`src/rtl/ecc_scalar_mul_ctrl_if.sv`:
```
// ecc_scalar_mul_ctrl_if: host request/status and shared modular-ALU handshake bundle
interface ecc_scalar_mul_ctrl_if #(
    parameter int SCALAR_W = 255
);
    logic                start;
    logic [SCALAR_W-1:0] scalar;
    logic                busy;
    logic                done;
    logic                err;
    logic [2:0]          phase;
    logic                alu_in_valid;
    logic [1:0]          alu_in_state;
    logic                alu_keep_flag;
    logic                alu_consecutive_flag;
    logic                alu_out_ready;

    modport master (
        input  start, scalar, alu_out_ready,
        output busy, done, err, phase, alu_in_valid, alu_in_state, alu_keep_flag, alu_consecutive_flag
    );

    modport slave (
        output start, scalar, alu_out_ready,
        input  busy, done, err, phase, alu_in_valid, alu_in_state, alu_keep_flag, alu_consecutive_flag
    );
endinterface

```
`src/rtl/ecc_scalar_mul_ctrl.sv`:
```
// ecc_scalar_mul_ctrl: sequences PRE, MSB-first double-and-add ladder, Fermat inversion and DIVMUL on the shared ALU with a per-op watchdog; ECC_SKIP_LEADING_ZERO_EN starts the ladder at the scalar's highest set bit
module ecc_scalar_mul_ctrl #(
    parameter int               SCALAR_W = 255,
    parameter int               INV_W    = 255,
    parameter logic [INV_W-1:0] INV_EXP  = {INV_W{1'b1}} - INV_W'(20),
    parameter int               TIMEOUT  = 15
) (
    input logic                   clk,
    input logic                   rst,
    ecc_scalar_mul_ctrl_if.master bus
);
    localparam int BW = SCALAR_W > 1 ? $clog2(SCALAR_W) : 1;
    localparam int EW = INV_W > 1 ? $clog2(INV_W) : 1;
    localparam int WW = $clog2(TIMEOUT + 1);

    typedef enum logic [2:0] {IDLE, PRE, LADDER, INV, DMUL, DONE} state_e;

    state_e              state_q, state_d;
    logic [SCALAR_W-1:0] k_q, k_d;
    logic [BW-1:0]       bit_idx_q, bit_idx_d, start_idx;
    logic [EW-1:0]       exp_idx_q, exp_idx_d;
    logic                cons_q, cons_d, keep_q, keep_d, launch_q, launch_d;
    logic [WW-1:0]       wd_q, wd_d;
    logic                busy, wd_exp, skip_ladder;

    assign busy   = state_q inside {PRE, LADDER, INV, DMUL};
    assign wd_exp = busy && !bus.alu_out_ready && wd_q == WW'(TIMEOUT - 1);

`ifdef ECC_SKIP_LEADING_ZERO_EN
    // ladder starts at the highest set bit so leading zeros are never doubled
    always_comb begin
        start_idx = '0;
        for (int i = 0; i < SCALAR_W; i++) if (bus.scalar[i]) start_idx = BW'(i);
    end
    assign skip_ladder = k_q == '0;
`else
    assign start_idx   = BW'(SCALAR_W - 1);
    assign skip_ladder = 1'b0;
`endif

    // state and datapath registers, async active-low reset
    always_ff @(posedge clk or negedge rst) begin
        if (!rst) begin
            state_q   <= IDLE;
            k_q       <= '0;
            bit_idx_q <= '0;
            exp_idx_q <= '0;
            cons_q    <= 1'b0;
            keep_q    <= 1'b0;
            launch_q  <= 1'b0;
            wd_q      <= '0;
        end else begin
            state_q   <= state_d;
            k_q       <= k_d;
            bit_idx_q <= bit_idx_d;
            exp_idx_q <= exp_idx_d;
            cons_q    <= cons_d;
            keep_q    <= keep_d;
            launch_q  <= launch_d;
            wd_q      <= wd_d;
        end
    end

    // next state; flags move on each out_ready so the chained op sees them from its first cycle
    always_comb begin
        state_d   = state_q;
        k_d       = k_q;
        bit_idx_d = bit_idx_q;
        exp_idx_d = exp_idx_q;
        cons_d    = cons_q;
        keep_d    = keep_q;
        launch_d  = 1'b0;
        wd_d      = (busy && !launch_q && !bus.alu_out_ready) ? wd_q + 1'b1 : '0;
        case (state_q)
            IDLE: if (bus.start) begin
                state_d   = PRE;
                k_d       = bus.scalar;
                bit_idx_d = start_idx;
                launch_d  = 1'b1;
            end
            PRE: if (bus.alu_out_ready) begin
                state_d  = skip_ladder ? INV : LADDER;
                launch_d = 1'b1;
                cons_d   = k_q[bit_idx_q];
                keep_d   = bit_idx_q != '0;
            end
            LADDER: if (bus.alu_out_ready) begin
                if (bit_idx_q == '0) begin
                    state_d  = INV;
                    launch_d = 1'b1;
                end else begin
                    bit_idx_d = bit_idx_q - 1'b1;
                    cons_d    = k_q[bit_idx_d];
                    keep_d    = bit_idx_d != '0;
                end
            end
            INV: if (bus.alu_out_ready) begin
                if (exp_idx_q == '0) begin
                    state_d  = DMUL;
                    launch_d = 1'b1;
                    cons_d   = 1'b0;
                    keep_d   = 1'b0;
                end else begin
                    exp_idx_d = exp_idx_q - 1'b1;
                    cons_d    = INV_EXP[exp_idx_d];
                    keep_d    = exp_idx_d != '0;
                end
            end
            DMUL: if (bus.alu_out_ready) state_d = DONE;
            default: state_d = IDLE;
        endcase
        if (state_d == INV && state_q != INV) begin
            exp_idx_d = EW'(INV_W - 1);
            cons_d    = INV_EXP[INV_W-1];
            keep_d    = INV_W > 1;
        end
        if (wd_exp) begin
            state_d  = IDLE;
            launch_d = 1'b0;
            cons_d   = 1'b0;
            keep_d   = 1'b0;
        end
    end

    // outputs decoded from registered state; err fires on the cycle the watchdog expires
    always_comb begin
        bus.phase                = state_q;
        bus.busy                 = busy;
        bus.done                 = state_q == DONE;
        bus.err                  = wd_exp;
        bus.alu_in_valid         = launch_q;
        bus.alu_in_state         = state_q == LADDER ? 2'd1 : state_q == INV ? 2'd2 : state_q == DMUL ? 2'd3 : 2'd0;
        bus.alu_keep_flag        = keep_q;
        bus.alu_consecutive_flag = cons_q;
    end
endmodule

```
`src/flat_wrapper.sv`:
```
// flat-port wrapper written by rule: the top's interface ports become plain ports
module ecc_scalar_mul_ctrl_flat 
#(
    parameter int               SCALAR_W = 255,
    parameter int               INV_W    = 255,
    parameter logic [INV_W-1:0] INV_EXP  = {INV_W{1'b1}} - INV_W'(20),
    parameter int               TIMEOUT  = 15
)
  (clk, rst, bus_start, bus_scalar, bus_alu_out_ready, bus_busy, bus_done, bus_err, bus_phase, bus_alu_in_valid, bus_alu_in_state, bus_alu_keep_flag, bus_alu_consecutive_flag);
  ecc_scalar_mul_ctrl_if #(.SCALAR_W(SCALAR_W)) bus_i ();
  input logic clk;
  input logic rst;
  input wire logic [$bits(bus_i.start)-1:0] bus_start;
  input wire logic [$bits(bus_i.scalar)-1:0] bus_scalar;
  input wire logic [$bits(bus_i.alu_out_ready)-1:0] bus_alu_out_ready;
  output wire logic [$bits(bus_i.busy)-1:0] bus_busy;
  output wire logic [$bits(bus_i.done)-1:0] bus_done;
  output wire logic [$bits(bus_i.err)-1:0] bus_err;
  output wire logic [$bits(bus_i.phase)-1:0] bus_phase;
  output wire logic [$bits(bus_i.alu_in_valid)-1:0] bus_alu_in_valid;
  output wire logic [$bits(bus_i.alu_in_state)-1:0] bus_alu_in_state;
  output wire logic [$bits(bus_i.alu_keep_flag)-1:0] bus_alu_keep_flag;
  output wire logic [$bits(bus_i.alu_consecutive_flag)-1:0] bus_alu_consecutive_flag;
  assign bus_i.start = bus_start;
  assign bus_i.scalar = bus_scalar;
  assign bus_i.alu_out_ready = bus_alu_out_ready;
  assign bus_busy = bus_i.busy;
  assign bus_done = bus_i.done;
  assign bus_err = bus_i.err;
  assign bus_phase = bus_i.phase;
  assign bus_alu_in_valid = bus_i.alu_in_valid;
  assign bus_alu_in_state = bus_i.alu_in_state;
  assign bus_alu_keep_flag = bus_i.alu_keep_flag;
  assign bus_alu_consecutive_flag = bus_i.alu_consecutive_flag;
  ecc_scalar_mul_ctrl #(.SCALAR_W(SCALAR_W), .INV_W(INV_W), .INV_EXP(INV_EXP), .TIMEOUT(TIMEOUT)) u_core (.clk(clk), .rst(rst), .bus(bus_i));
endmodule
```
`config.mk`:
```
export PLATFORM = sky130hd
export DESIGN_NAME = ecc_scalar_mul_ctrl_flat
export DESIGN_NICKNAME = d
export VERILOG_FILES = /design/src/rtl/ecc_scalar_mul_ctrl_if.sv /design/src/rtl/ecc_scalar_mul_ctrl.sv /design/src/flat_wrapper.sv
export SDC_FILE = /design/constraint.sdc
export NUM_CORES = 1
export LEC_CHECK = 0
export ABC_CLOCK_PERIOD_IN_PS = 3800
export BUFFER_PORTS_ARGS = -buffer_cell sky130_fd_sc_hd__buf_2
export CELL_PAD_IN_SITES_DETAIL_PLACEMENT = 0
export CELL_PAD_IN_SITES_GLOBAL_PLACEMENT = 1
export CORE_MARGIN = 5
export CORE_UTILIZATION = 42
export DETAILED_ROUTE_END_ITERATION = 12
export GPL_ROUTABILITY_DRIVEN = 0
export PLACE_DENSITY = 0.85
export SLEW_MARGIN = 0
export SYNTH_ARGS = -nofsm -noshare
export SYNTH_HDL_FRONTEND = slang
export SYNTH_SLANG_ARGS = --single-unit
```
`constraint.sdc`:
```
create_clock -name clk -period 3.8 [get_ports clk]
set_input_delay 0.19 -clock clk [delete_from_list [all_inputs] [get_ports clk]]
set_output_delay 0.19 -clock clk [all_outputs]
set_load 0.01 [all_outputs]
```
---- Word-level counts from Yosys, hierarchy flattened ----
Memories as Yosys holds them, arrays and structs flattened.
Cells that the tools add are included.
word-level totals
  bits in read-only memories .............. 256
  memories ................................ 1
  RAM bits ................................ 0
  bits in latches ......................... 0
  flip-flop bits (word level) ............. 281
cells by class
  shifts and indexed selects .............. 0
  magnitude comparators ................... 3
  multiplexer cells ....................... 50
  reduce and logical (&&, ||, !) cells .... 22
  div/mod/pow operators ................... 0
  multipliers ............................. 0
  add/sub/neg operators ................... 3
  equal/unequal tests ..................... 16
  bitwise operators ....................... 0
memories
  memory           depth  bits a word  read ports  clocked after memory_dff  wr ports  RTL line                    text
  (no name shown)  256    1            1           0                         0         ecc_scalar_mul_ctrl.sv:105  cons_d = INV_EXP[exp_idx_d];
operator list
  operator             number
  $mux 8               7
  $lt 8x9->1 const B   3
  $mux 1               24
  $mux 3               8
  $reduce_bool 8->1    3
  $bmux 1 s8           2
  $logic_not 8->1      2
  $ne 4x4->1 const B   4
  $pmux 8 s2           1
  $sub 8x1->8 const B  2
  $pmux 3 s5           1
  $eq 3x2->1 const B   3
  $ne 2x2->1 const B   4
  $eq 3x3->1 const B   2
  $mux 2               3
  $pmux 1 s3           2
  $reduce_bool 2->1    3
  $logic_and 1x1->1    5
  $reduce_and 5->1     1
  $reduce_bool 5->1    1
  $add 4x1->4 const B  1
  $eq 4x4->1 const B   1
  $mux 4               1
  $pmux 1 s4           1
  8 further kinds      9

---- Depth between registers and ports, before layout ----
  depth after elaboration ................. 8
  mapped depth ............................ 18

---- Worst setup path before layout ----
No wires, ideal clock.
  path kind ............................... reg2reg
  start point ............................. register u_core.bit_idx_q[0]
  end point ............................... register u_core.cons_q, in the netlist u_core.bus.alu_consecutive_flag
  path slack .............................. -0.014 ns
  path buffers ............................ 6
  clock period less this slack ............ 3.814 ns
  library setup time ...................... 0.136 ns
  arrival time ............................ 3.678 ns
  required time ........................... 3.664 ns
  stages on the path, launching flop included .. 16
  cell sequence ........................... dfrtp_1 -> buf_4 -> buf_6 -> buf_4 -> buf_4 -> buf_2 -> inv_1 -> ha_1 -> clkbuf_1 -> mux4_2 -> mux4_2 -> mux4_2 -> nand3b_1 -> o211a_1 -> o21ai_1 -> a31oi_1
between the ends
  word-level cells in the longest chain between the ends .. 8
RTL lines
  item                                                           RTL line                                               text
  start, declared                                                ecc_scalar_mul_ctrl.sv:20                              logic [BW-1:0] bit_idx_q, bit_idx_d, start_idx;
  start signal, assigned                                         ecc_scalar_mul_ctrl.sv:55                              bit_idx_q <= bit_idx_d;
  $sub 8x1->8 / $logic_not 8->1 (equally long branches)          ecc_scalar_mul_ctrl.sv:92, ecc_scalar_mul_ctrl.sv:88
  $bmux 1 s8 / $mux 3 (equally long branches)                    ecc_scalar_mul_ctrl.sv:93, ecc_scalar_mul_ctrl.sv:88
  $mux 1 (not written as such) / $mux 3 (equally long branches)  ecc_scalar_mul_ctrl.sv:93, ecc_scalar_mul_ctrl.sv:87
  $mux 1 / $pmux 3 s5 (equally long branches)                    ecc_scalar_mul_ctrl.sv:88, ecc_scalar_mul_ctrl.sv:74
  $mux 1 / $eq 3x2->1 (equally long branches)                    ecc_scalar_mul_ctrl.sv:87, ecc_scalar_mul_ctrl.sv:112
  $pmux 1 s3 / $logic_and 1x1->1 (equally long branches)         ecc_scalar_mul_ctrl.sv:74, ecc_scalar_mul_ctrl.sv:112
  $mux 1, or another cell as far along                           ecc_scalar_mul_ctrl.sv:112                             if (state_d == INV && state_q != INV) begin
  $mux 1 / $reduce_and 5->1 (equally long branches)              n/a
  end signal, assigned                                           ecc_scalar_mul_ctrl.sv:57                              cons_q <= cons_d;
  end, declared                                                  ecc_scalar_mul_ctrl.sv:22                              logic cons_q, cons_d, keep_q, keep_d, launch_q, launch_d;
Parallel ways exist; a longest one is shown, timed or not. The select of a mux whose other input is x is not followed.
A chain may end at the register's enable or synchronous reset.

---- Worst setup path in the final report ----
Ends and elaborated chain as after synthesis.

==> run summary <==
Crit path max-delay family = multiplexers
Worst-path clk slew = 60 ps
Worst r2r dst = u_core.bus.alu_consecutive_flag
Synth Warn # = 0
Worst Reg-to-Reg Cells = 9
Synthesized flop and latch total = 281
TritonCTS Buffers = 31
Grt met2 use = 41.0%
R2R Setup Slk = 430 ps
Max Freq = 297 MHz
Placeable Area = 0.0357 sq mm
ANT nets after route = 0
Cell mode on critical path = mux4_2
Clock Latency Late Sink = 590 ps
Largest net degree at the start of global routing = 173
Psw = 0.00574 W
Most Used Layer, Global Route = met2
Slew @ Worst Pin = 985 ps
Slew Viols, Final = 0
Hold path startpoint = bus_start
GR Overflow Total = 0
CP max-delay cell = ha_4
DRT iter0 DRCs = 971
Most used flip-flop cell after synthesis = dfrtp_1
Post-CTS Setup Bufs = 0
WL final = 47400 um
Hold Fails Final Rpt = 0
Hold Crit Class = in -> reg
First-pass GRT wire length = 75200 um
Die W = 201 um
Synth-to-layout area growth = 36.2%
Number of placed I/O pins = 270
R2R Path Start = u_core.bit_idx_q[0]
Worst Setup Start Kind = register
CTS H-tree depth = 1
Hold Path End = u_core.bus.alu_in_valid
Ys async rst share = 100%
Pre-CTS WS = 496 ps
Root Driver = clkbuf_16
CP Cell Sequence = inv_1 -> ha_4 -> mux4_2 -> mux4_2 -> mux4_2 -> nand3b_1 -> o211a_1 -> o21ai_1 -> a31oi_1
Post-Syn Nets = 1317
Outcome = completed
Lkg Pwr = 8.76 nW
Via density = 5.73
Port buffer count = 269
Gr usage total = 23.4%
Worst slew margin = 34.4%
Clock Tree Buf Depth = 3
CTS tree = yes
Share of cells above drive strength 1 = 48.1%
CP Capture Type = register
EDFF count, synth = 0
Antenna violations before repair = 8
Finish-stage setup viols = 0
DP Wirelength = 31000 um
RSZ-0062 raised after global routing = no
Post-Syn Area = 0.0153 sq mm
WL per Instance = 23.3 um
Crit Path Class = reg -> reg
Die height = 201 um
Met1 usage in global routing = 30.6%
Post-route setup slack = 435 ps
Clock skew = 29.4 ps
Clock share of power = 19.0%
Vias in the first global route = 12797
Maximum VDD drop = 0.512 mV
CP Data Required Time = 4240 ps
Nets = 1816
Slowest stage delay, CP = 570 ps
Met3 Use GR = 4.23%
Avg Cell Area, Syn = 14.5 sq um
Seq pwr share = 35.4%
Post-Syn Instances = 1051
Internal power = 0.0110 W
CP bufs+invs = 1
DRC errors left = 0
Sw Share = 34.3%
Setup tns final = 0 ps
Min cycle time layout = 3370 ps
Clock Sink Count = 281
Die area = 0.0403 sq mm
Comb pwr share = 45.5%
Max-cap check violation count = 0
Vias post-DR = 11677
Register area share after synthesis = 46.1%
Fin crit share = 88.6%
Distinct cells, synth = 59
Worst EP arrival = 3810 ps
Crit-path max FO = 39
Placement Rows = 69
Pre-antenna DRT Iters = 5
Pwr Density = 805 mW/mm^2
Initial core utilization = 42.7%
Worst hold path depth = 5
-- cell type report --
cell class | count | area (sq um)
Fill cell | 2778 | 14900
Multi-Input combinational cell | 677 | 7880
Sequential cell | 281 | 7040
Timing Repair Buffer | 546 | 4170
Clock buffer | 37 | 848
Tap cell | 461 | 577
Clock inverter | 14 | 225
Inverter | 13 | 48.8
Antenna cell | 8 | 20.0
-- cells by family after synthesis --
logic type | Yosys count | share of synthesized area (%)
buffers and inverters | 93 | 2.72
DFF | 281 | 46.1
muxes | 427 | 41.4
AOI/OAI and AO/OA | 91 | 3.82
xor gates and xnor gates | 17 | 1.10
and+or+nand+nor | 135 | 4.34
adders and majority gates | 7 | 0.574
-- power by group through the flow --
stage               Combinational [W]  Sequential, W  Clock [W]
global route                  0.00821        0.00607    0.00337
floorplan                     0.00600        0.00515          0
finish                        0.00763        0.00593    0.00319
global placement              0.00722        0.00586          0
CTS                           0.00765        0.00587    0.00324
detailed placement            0.00738        0.00591          0
-- worst max path at each step --
stage / startpoint / endpoint / slack [ps] / cells past startpoint
after floorplan: u_core.bit_idx_q[0] / u_core.bus.alu_consecutive_flag / 60 / 16
final: u_core.bit_idx_q[0] / u_core.bus.alu_consecutive_flag / 430 / 9
after global placement: u_core.bit_idx_q[0] / u_core.bus.alu_consecutive_flag / 600 / 9
after global routing: u_core.bit_idx_q[0] / u_core.bus.alu_consecutive_flag / 360 / 9
after CTS: u_core.bit_idx_q[0] / u_core.bus.alu_consecutive_flag / 470 / 9
after detailed placement: u_core.bit_idx_q[0] / u_core.bus.alu_consecutive_flag / 500 / 9
-- through the flow --
step                      total power (W)  utilization (%)  std cells  instance area, sq um  hold slack (ps)
after floorplan                    0.0112                -       1051                 15300             -106
after global placement             0.0131             47.9       1721                 17100              340
after detailed placement           0.0133             47.9       1721                 17100              356
after CTS                          0.0168             58.1       2029                 20800             91.4
after global routing               0.0177             58.2       2037                 20800              194
final                              0.0168             58.2       2037                 20800              118
-- worst register-to-register path, stage by stage, from the launching register on --
cell,delay [ps]
dfrtp_4,510
inv_1,220
ha_4,570
mux4_2,410
mux4_2,500
mux4_2,520
nand3b_1,180
o211a_1,130
o21ai_1,70
a31oi_1,110
-- synth_stat cells, types with 4 or more instances --
library cell	count	area, sq um
nor4_1	4	25.0
dfrtp_1	281	7030
mux4_2	137	3090
xnor2_1	8	70.1
nand2_1	27	101
buf_2	11	55.1
a21oi_1	29	145
buf_4	10	75.1
inv_1	12	45.0
nand2b_1	9	56.3
ha_1	7	87.6
nor3_1	19	95.1
clkbuf_1	50	188
mux2_2	264	2970
nor2b_1	7	43.8
mux2i_1	26	260
a31oi_1	13	81.3
xor2_1	8	70.1
o22ai_1	5	31.3
o211ai_1	4	30.0
buf_1	7	26.3
nor2_1	39	146
nand3_1	11	55.1
o21ai_0	12	60.1
-- state kept, by name, indices dropped and copies added (netlist names) --
name                             count
u_core.exp_idx_q                     8
u_core.bus.alu_in_valid              1
u_core.bus.alu_keep_flag             1
u_core.wd_q                          4
u_core.bus.phase                     3
u_core.k_q                         255
u_core.bus.alu_consecutive_flag      1
u_core.bit_idx_q                     8
-- what timing repair did --
item,CTS,global route
setup endpoints to repair,0,0
endpoints found under the hold margin,372,0
resized for setup,0,0
hold buffers,257,0
-- layout by cell type, fill, tap and decap left out, types with 12 or more instances in the layout --
cell,Yosys,routed
a21oi_1,29,29
a31oi_1,13,13
buf_2,11,268
buf_4,10,13
clkbuf_16,0,31
dfrtp_1,281,278
dlygate4sd3_1,0,257
inv_1,12,12
mux2_2,264,264
mux2i_1,26,26
mux4_2,137,137
nand2_1,27,27
nor2_1,39,39
nor3_1,19,18
o21ai_0,12,12
-- routing by layer --
layer	vias up	share of wire (%)
li1	5065	-
met1	5995	40
met2	540	51
met3	77	6.6
met4	0	2.4
met5	-	0
Power figures use the tool's default switching activity.
